`config.mk`:
```
export PLATFORM = sky130hd
export DESIGN_NAME = bf_ctrl_param
export DESIGN_NICKNAME = d
export VERILOG_FILES = /design/src/rtl/bf_pkg.sv /design/src/rtl/bf_bracket_cnt.sv /design/src/rtl/bf_ctrl_param.sv
export SDC_FILE = /design/constraint.sdc
export NUM_CORES = 1
export LEC_CHECK = 0
export CAP_MARGIN = 0
export CORE_ASPECT_RATIO = 1.75
export CORE_MARGIN = 2
export CORE_UTILIZATION = 50
export DETAILED_ROUTE_END_ITERATION = 10
export GPL_TIMING_DRIVEN = 0
export HOLD_SLACK_MARGIN = 0.08
export PLACE_DENSITY_LB_ADDON = 0.15
export SETUP_SLACK_MARGIN = 0.3
export SYNTH_ARGS = -nofsm -noshare
export SYNTH_HDL_FRONTEND = slang
export SYNTH_SLANG_ARGS = --single-unit
```
`constraint.sdc`:
```
create_clock -name clk -period 8.3 [get_ports clk]
set_clock_uncertainty 0.05 [all_clocks]
set_input_delay 1.66 -clock clk [delete_from_list [all_inputs] [get_ports clk]]
set_output_delay 1.66 -clock clk [all_outputs]
set_load 0.01 [all_outputs]
```
`src/rtl/bf_pkg.sv`:
```
// Shared definitions for the brainfuck control FSM: opcodes, error codes, state set.
// The STEP_WAIT state exists only when BF_STEP_EN is defined.
package bf_pkg;

    localparam logic [3:0] OP_LT   = 4'h0;
    localparam logic [3:0] OP_GT   = 4'h1;
    localparam logic [3:0] OP_INC  = 4'h2;
    localparam logic [3:0] OP_DEC  = 4'h3;
    localparam logic [3:0] OP_JZ   = 4'h4;
    localparam logic [3:0] OP_JNZ  = 4'h5;
    localparam logic [3:0] OP_OUT  = 4'h6;
    localparam logic [3:0] OP_IN   = 4'h7;
    localparam logic [3:0] OP_STOP = 4'hF;

    localparam logic [1:0] ERR_NONE      = 2'd0;
    localparam logic [1:0] ERR_OPCODE    = 2'd1;
    localparam logic [1:0] ERR_DEPTH     = 2'd2;
    localparam logic [1:0] ERR_UNMATCHED = 2'd3;

    typedef enum logic [4:0] {
        S_IDLE,
        S_FETCH,
        S_DECODE,
        S_DP,
        S_RD,
        S_WR,
        S_ADV,
        S_TEST_O,
        S_SCAN_F,
        S_SCAN_FD,
        S_TEST_C,
        S_SCAN_B,
        S_SCAN_BD,
        S_OUT,
        S_OW_HI,
        S_OW_LO,
        S_IN_HI,
        S_IN_LO,
        S_HALT,
        S_ERROR
`ifdef BF_STEP_EN
        , S_STEP_WAIT
`endif
    } state_e;

endpackage

```
`src/rtl/bf_bracket_cnt.sv`:
```
// Bracket depth counter: clear, load-to-one, saturating increment, floor-at-zero decrement.
// sat_o flags the all-ones value so the controller can detect overflow before incrementing.
module bf_bracket_cnt #(
    parameter int unsigned BC_W = 8
) (
    input  logic            clk_i,
    input  logic            rst_i,
    input  logic            clr_i,
    input  logic            load1_i,
    input  logic            inc_i,
    input  logic            dec_i,
    output logic [BC_W-1:0] cnt_o,
    output logic            sat_o,
    output logic            one_o
);

    logic [BC_W-1:0] cnt_q, cnt_d;

    // Next count, priority clear > load > inc > dec
    always_comb begin
        cnt_d = cnt_q;
        if (clr_i) begin
            cnt_d = '0;
        end else if (load1_i) begin
            cnt_d = BC_W'(1);
        end else if (inc_i && !sat_o) begin
            cnt_d = cnt_q + BC_W'(1);
        end else if (dec_i && (cnt_q != '0)) begin
            cnt_d = cnt_q - BC_W'(1);
        end
    end

    // Count register
    always_ff @(posedge clk_i or posedge rst_i) begin
        if (rst_i) begin
            cnt_q <= '0;
        end else begin
            cnt_q <= cnt_d;
        end
    end

    assign cnt_o = cnt_q;
    assign sat_o = (cnt_q == '1);
    assign one_o = (cnt_q == BC_W'(1));

endmodule

```
`src/rtl/bf_ctrl_param.sv`:
```
// Brainfuck control FSM: decodes opcodes, drives PC/DP/RAM strobes, runs bracket scans,
// and reports halt/error status. Optional single-step gate via macro BF_STEP_EN.
module bf_ctrl_param
    import bf_pkg::*;
#(
    parameter int unsigned DATA_W = 8,
    parameter int unsigned PC_W   = 8,
    parameter int unsigned BC_W   = 8
) (
    input  logic              clk,
    input  logic              reset,
    input  logic              go,
    input  logic [3:0]        instr,
    input  logic [PC_W-1:0]   pc,
    input  logic [DATA_W-1:0] dout,
    input  logic [DATA_W-1:0] in_data,
    input  logic              in_done,
    input  logic              out_done,
`ifdef BF_STEP_EN
    input  logic              step,
`endif
    output logic              pc_en,
    output logic              pc_dir,
    output logic              dp_en,
    output logic              dp_dir,
    output logic              mem_rd,
    output logic              mem_wr,
    output logic [DATA_W-1:0] wdata,
    output logic              out_ld,
    output logic              in_req,
    output logic              busy,
    output logic              halted,
    output logic              err,
    output logic [1:0]        err_code,
    output logic [BC_W-1:0]   depth
);

    localparam logic [DATA_W-1:0] ONE = DATA_W'(1);

    state_e     state_q, state_d;
    logic [3:0] op_q, op_d;
    logic [1:0] err_code_q, err_code_d;
    logic       cnt_clr, cnt_ld1, cnt_inc, cnt_dec, cnt_sat, cnt_one;

    bf_bracket_cnt #(.BC_W(BC_W)) u_cnt (
        .clk_i   (clk),
        .rst_i   (reset),
        .clr_i   (cnt_clr),
        .load1_i (cnt_ld1),
        .inc_i   (cnt_inc),
        .dec_i   (cnt_dec),
        .cnt_o   (depth),
        .sat_o   (cnt_sat),
        .one_o   (cnt_one)
    );

    // State, latched opcode and error code registers
    always_ff @(posedge clk or posedge reset) begin
        if (reset) begin
            state_q    <= S_IDLE;
            op_q       <= '0;
            err_code_q <= ERR_NONE;
        end else begin
            state_q    <= state_d;
            op_q       <= op_d;
            err_code_q <= err_code_d;
        end
    end

    // Next-state, strobes and depth-counter control
    always_comb begin
        state_d    = state_q;
        op_d       = op_q;
        err_code_d = err_code_q;
        cnt_clr    = 1'b0;
        cnt_ld1    = 1'b0;
        cnt_inc    = 1'b0;
        cnt_dec    = 1'b0;
        pc_en      = 1'b0;
        pc_dir     = 1'b0;
        dp_en      = 1'b0;
        dp_dir     = 1'b0;
        mem_rd     = 1'b0;
        mem_wr     = 1'b0;
        wdata      = '0;
        out_ld     = 1'b0;
        in_req     = 1'b0;
        case (state_q)
            S_IDLE:   if (go) state_d = S_FETCH;
            S_FETCH:  state_d = S_DECODE;
            S_DECODE: begin
                op_d = instr;
                case (instr)
                    OP_LT, OP_GT:                        state_d = S_DP;
                    OP_INC, OP_DEC, OP_JZ, OP_JNZ, OP_OUT: state_d = S_RD;
                    OP_IN:                               state_d = S_IN_HI;
                    OP_STOP:                             state_d = S_HALT;
                    default: begin
                        state_d    = S_ERROR;
                        err_code_d = ERR_OPCODE;
                    end
                endcase
            end
            S_DP: begin
                dp_en   = 1'b1;
                dp_dir  = (op_q == OP_LT);
                state_d = S_ADV;
            end
            // One read state serves every cell-reading opcode; op_q picks the follow-up
            S_RD: begin
                mem_rd = 1'b1;
                case (op_q)
                    OP_JZ:   state_d = S_TEST_O;
                    OP_JNZ:  state_d = S_TEST_C;
                    OP_OUT:  state_d = S_OUT;
                    default: state_d = S_WR;
                endcase
            end
            S_WR: begin
                mem_wr  = 1'b1;
                wdata   = (op_q == OP_DEC) ? dout - ONE : dout + ONE;
                state_d = S_ADV;
            end
            S_ADV: begin
                pc_en   = 1'b1;
`ifdef BF_STEP_EN
                state_d = S_STEP_WAIT;
`else
                state_d = S_FETCH;
`endif
            end
`ifdef BF_STEP_EN
            S_STEP_WAIT: if (step) state_d = S_FETCH;
`endif
            S_TEST_O: begin
                if (dout == '0) begin
                    cnt_ld1 = 1'b1;
                    state_d = S_SCAN_F;
                end else begin
                    state_d = S_ADV;
                end
            end
            S_SCAN_F: begin
                if (pc == '1) begin
                    state_d    = S_ERROR;
                    err_code_d = ERR_UNMATCHED;
                end else begin
                    pc_en   = 1'b1;
                    state_d = S_SCAN_FD;
                end
            end
            S_SCAN_FD: begin
                state_d = S_SCAN_F;
                if (instr == OP_JZ) begin
                    if (cnt_sat) begin
                        state_d    = S_ERROR;
                        err_code_d = ERR_DEPTH;
                    end else begin
                        cnt_inc = 1'b1;
                    end
                end else if (instr == OP_JNZ) begin
                    if (cnt_one) begin
                        cnt_clr = 1'b1;
                        state_d = S_ADV;
                    end else begin
                        cnt_dec = 1'b1;
                    end
                end
            end
            S_TEST_C: begin
                if (dout != '0) begin
                    cnt_ld1 = 1'b1;
                    state_d = S_SCAN_B;
                end else begin
                    state_d = S_ADV;
                end
            end
            S_SCAN_B: begin
                if (pc == '0) begin
                    state_d    = S_ERROR;
                    err_code_d = ERR_UNMATCHED;
                end else begin
                    pc_en   = 1'b1;
                    pc_dir  = 1'b1;
                    state_d = S_SCAN_BD;
                end
            end
            S_SCAN_BD: begin
                state_d = S_SCAN_B;
                if (instr == OP_JNZ) begin
                    if (cnt_sat) begin
                        state_d    = S_ERROR;
                        err_code_d = ERR_DEPTH;
                    end else begin
                        cnt_inc = 1'b1;
                    end
                end else if (instr == OP_JZ) begin
                    if (cnt_one) begin
                        cnt_clr = 1'b1;
                        state_d = S_ADV;
                    end else begin
                        cnt_dec = 1'b1;
                    end
                end
            end
            S_OUT: begin
                out_ld  = 1'b1;
                state_d = S_OW_HI;
            end
            S_OW_HI: if (out_done)  state_d = S_OW_LO;
            S_OW_LO: if (!out_done) state_d = S_ADV;
            S_IN_HI: begin
                in_req = 1'b1;
                if (in_done) begin
                    mem_wr  = 1'b1;
                    wdata   = in_data;
                    state_d = S_IN_LO;
                end
            end
            S_IN_LO: if (!in_done) state_d = S_ADV;
            S_HALT:  state_d = S_HALT;
            S_ERROR: state_d = S_ERROR;
            default: state_d = S_IDLE;
        endcase
    end

    assign busy     = !(state_q inside {S_IDLE, S_HALT, S_ERROR});
    assign halted   = (state_q == S_HALT);
    assign err      = (state_q == S_ERROR);
    assign err_code = err_code_q;

endmodule

```
==> impl_metrics.yaml <==
grt:
  grt_max_degree: 20
  track_usage_pct: 27.6
  grt_pass1_vias: 2608
  antenna_found_initial: 0
  grt_pass1_wl_um: 11700
  overflow: 0
yosys:
  synth_nets: 342
  syn-cell-area_um2: 2400
  ys_ff_latch: 19
  ys.flop_type: "dfrtp_1"
  yosys_warnings: 0
  syn_avg_cell_area_um2: 8.06
  postSynth.asyncResetShare_pct: 100
  ys_types: 74
  netlist_instances: 298
  yosysSeqAreaShare_pct: 19.8
  synth_edf_count: 0
routing:
  drt_iter0_markers: 103
  route.detailed.drc: 0
  num_vias: 2627
  drt_wl_total_um: 7500
  wl_per_cell_um: 18.1
  vias_per_cell: 6.33
  ant_nets: 0
  firstDrtPassIters: 5
final_layout:
  layout.cells.most_common: "clkdlybuf4s50_1"
  fin_util_pct: 66.9
  layout.nets: 408
  fill_cells: 402
  layout_common_cells: "clkdlybuf4s50_1, nor2_1, nand2_1"
  n_antenna_cell: 0
  syn2layout_area_growth_pct: 30.1
  drive_above_1_share_pct: 12.1
die:
  dieArea_um2: 5390
  ios: 62
  die_w_um: 56.4
  start_util_pct: 51.5
  die_y_um: 95.7
  coreArea_um2: 4670
  rows: 33
clock_tree:
  cts_tree: "yes"
  cts-resized-gates: 0
  clock-root-buffer: "clkbuf_8"
  clk_latency_ns: 0.26
  cts_hold_buffers: 0
  post_cts_buffers: 0
  cts_buffers: 3
  cts_sinks: 19
  clk_pin_slew_worst_paths_ns: 0.08
  htree_levels: 1
  ctsLongestPathBuffers: 2
worst_setup_path:
  r2r_start: "state_q[2]$_DFFE_PP0P_"
  crit_arrival_ns: 4.33
  startpoint: "dout[1]"
  reg2reg_depth: 7
  r2r_end: "u_cnt.cnt_o[2]$_DFFE_PP0P_"
  required_ns: 6.59
  path_buf_inv: 2
  crit_path_cell_trace: "clkdlybuf4s50_1, ha_1, a21o_1, a21o_1, a2111oi_0, o21ai_0, nand3_1, clkdlybuf4s50_1"
  critical_path.endpoint: "wdata[7]"
  critPathKind: "in -> out"
  path_depth: 8
  r2r_slack_ns: 5.97
  worst-path-max-fanout: 3
  cp-start-kind: "input port"
  crit_family: "compound AO/OA/AOI/OAI gates"
  cp-end-kind: "output port"
  slowest_delay_ns: 0.65
  slowest_stage: "a2111oi_0"
pwr:
  p_per_area_nw_per_um2: 277
  leakage_nw: 1.32
  ir_worst_vdd_mv: 0.240
sta:
  setup_tns_ns: 0
  rsz0062_at_grt: "false"
  setup_ws_ns: 2.26
  period_share_pct: 72.7
  hold_violations: 0
  setup_viol: 0
  slew_headroom_pct: 45.8
  period_minus_slack_ns: 6.04
  report.final.slew_viol_count: 0
  clock.fmax_mhz: 166
  max_slew.worst_pin.slew_ns: 0.812
place:
  dp_hpwl_um: 6070
  portBuffers: 61
  dp_slack_ns: 2.27
  place_congestion: 0.950
min_path:
  hold_path_class: "reg -> reg"
  min_path_cells: 1
flow_run:
  cap_violations: 0
run_status:
  status: "finished clean"
worst reg2reg max path: stages (launching register included):
cell     delay, ns
dfrtp_1       0.39
buf_4         0.18
nor3b_1       0.61
nand4_1       0.34
o211a_1       0.28
buf_2         0.21
nand2_1       0.08
mux2i_1       0.06
worst min-delay path by stage:
stage	start	endpoint	slack (ns)
floorplan	op_q[1]$_DFFE_PP0P_	op_q[1]$_DFFE_PP0P_	0.45
global placement	err_code[0]$_DFFE_PP0P_	err_code[0]$_DFFE_PP0P_	0.42
detailed placement	err_code[1]$_DFFE_PP0P_	err_code[1]$_DFFE_PP0P_	0.43
CTS	err_code[1]$_DFFE_PP0P_	err_code[1]$_DFFE_PP0P_	0.45
global route	err_code[1]$_DFFE_PP0P_	err_code[1]$_DFFE_PP0P_	0.48
finish	err_code[1]$_DFFE_PP0P_	err_code[1]$_DFFE_PP0P_	0.44
power by group:
group	internal [mW]	total, mW	switching, mW
Combinational	0.280	0.611	0.331
Sequential	0.131	0.186	0.0555
Clock	0.0335	0.0669	0.0334
Total	0.444	0.864	0.420
Yosys cell counts, types with 5 or more instances:
| cell | count | area share, % |
|---|---|---|
| nor2_1 | 24 | 3.8 |
| nand2_1 | 20 | 3.1 |
| dfrtp_1 | 19 | 20 |
| o21ai_0 | 16 | 3.3 |
| nand4_1 | 13 | 3.4 |
| nor3_1 | 12 | 2.5 |
| ha_1 | 10 | 5.2 |
| nand2b_1 | 10 | 2.6 |
| nand3_1 | 10 | 2.1 |
| mux2i_1 | 9 | 3.8 |
| buf_2 | 8 | 1.7 |
| inv_1 | 8 | 1.3 |
| a21oi_1 | 7 | 1.5 |
| nor3b_1 | 7 | 2.2 |
| a21o_1 | 6 | 1.9 |
| nor4_1 | 6 | 1.6 |
| a31oi_1 | 5 | 1.3 |
| xnor2_1 | 5 | 1.8 |
| xor2_1 | 5 | 1.8 |
logic make-up after synthesis:
| family | share of synthesized area, % |
|---|---|
| AO/OA/AOI/OAI | 21.3 |
| XOR/XNOR | 3.65 |
| adder cells (fa/ha/maj) | 6.04 |
| buffers and inverters | 5.37 |
| flip-flops | 19.8 |
| multiplexers | 6.10 |
| AND/OR/NAND/NOR | 37.8 |
cell type report:
class / instances / area (um2) / share of cell area [%]
well taps: 52 / 65.1 / 2.08
flip-flops and latches: 19 / 475 / 15.2
clock inverters: 1 / 5.00 / 0.160
clock buffers: 3 / 41.3 / 1.32
plain buffers: 16 / 95.1 / 3.04
inverters: 9 / 33.8 / 1.08
multi-input cells: 254 / 1800 / 57.5
repair buffers: 61 / 611 / 19.6
registers in the layout, summed over array words and instances, names as in the netlist:
signal,cells
err_code,2
op_q,4
state_q,5
u_cnt.cnt_o,8
metal layers:
| metal | up-vias | routed length, um | GRT usage (%) |
|---|---|---|---|
| li1 | 1261 | - | - |
| met1 | 1218 | 2510 | 24.4 |
| met2 | 118 | 4180 | 55.3 |
| met3 | 30 | 389 | 2.99 |
| met4 | 0 | 425 | 20.6 |
| met5 | - | 0 | 0 |
through the flow:
stage	power [mW]	hold slack, ns	instances	instance area (um2)
finish	0.864	0.440	415	3120
global route	0.921	0.478	415	3120
CTS	0.856	0.449	415	3120
detailed placement	0.786	0.430	411	3080
global placement	0.780	0.424	411	3080
floorplan	0.582	0.453	298	2400
Note: power is estimated with default switching activity, not from simulation.
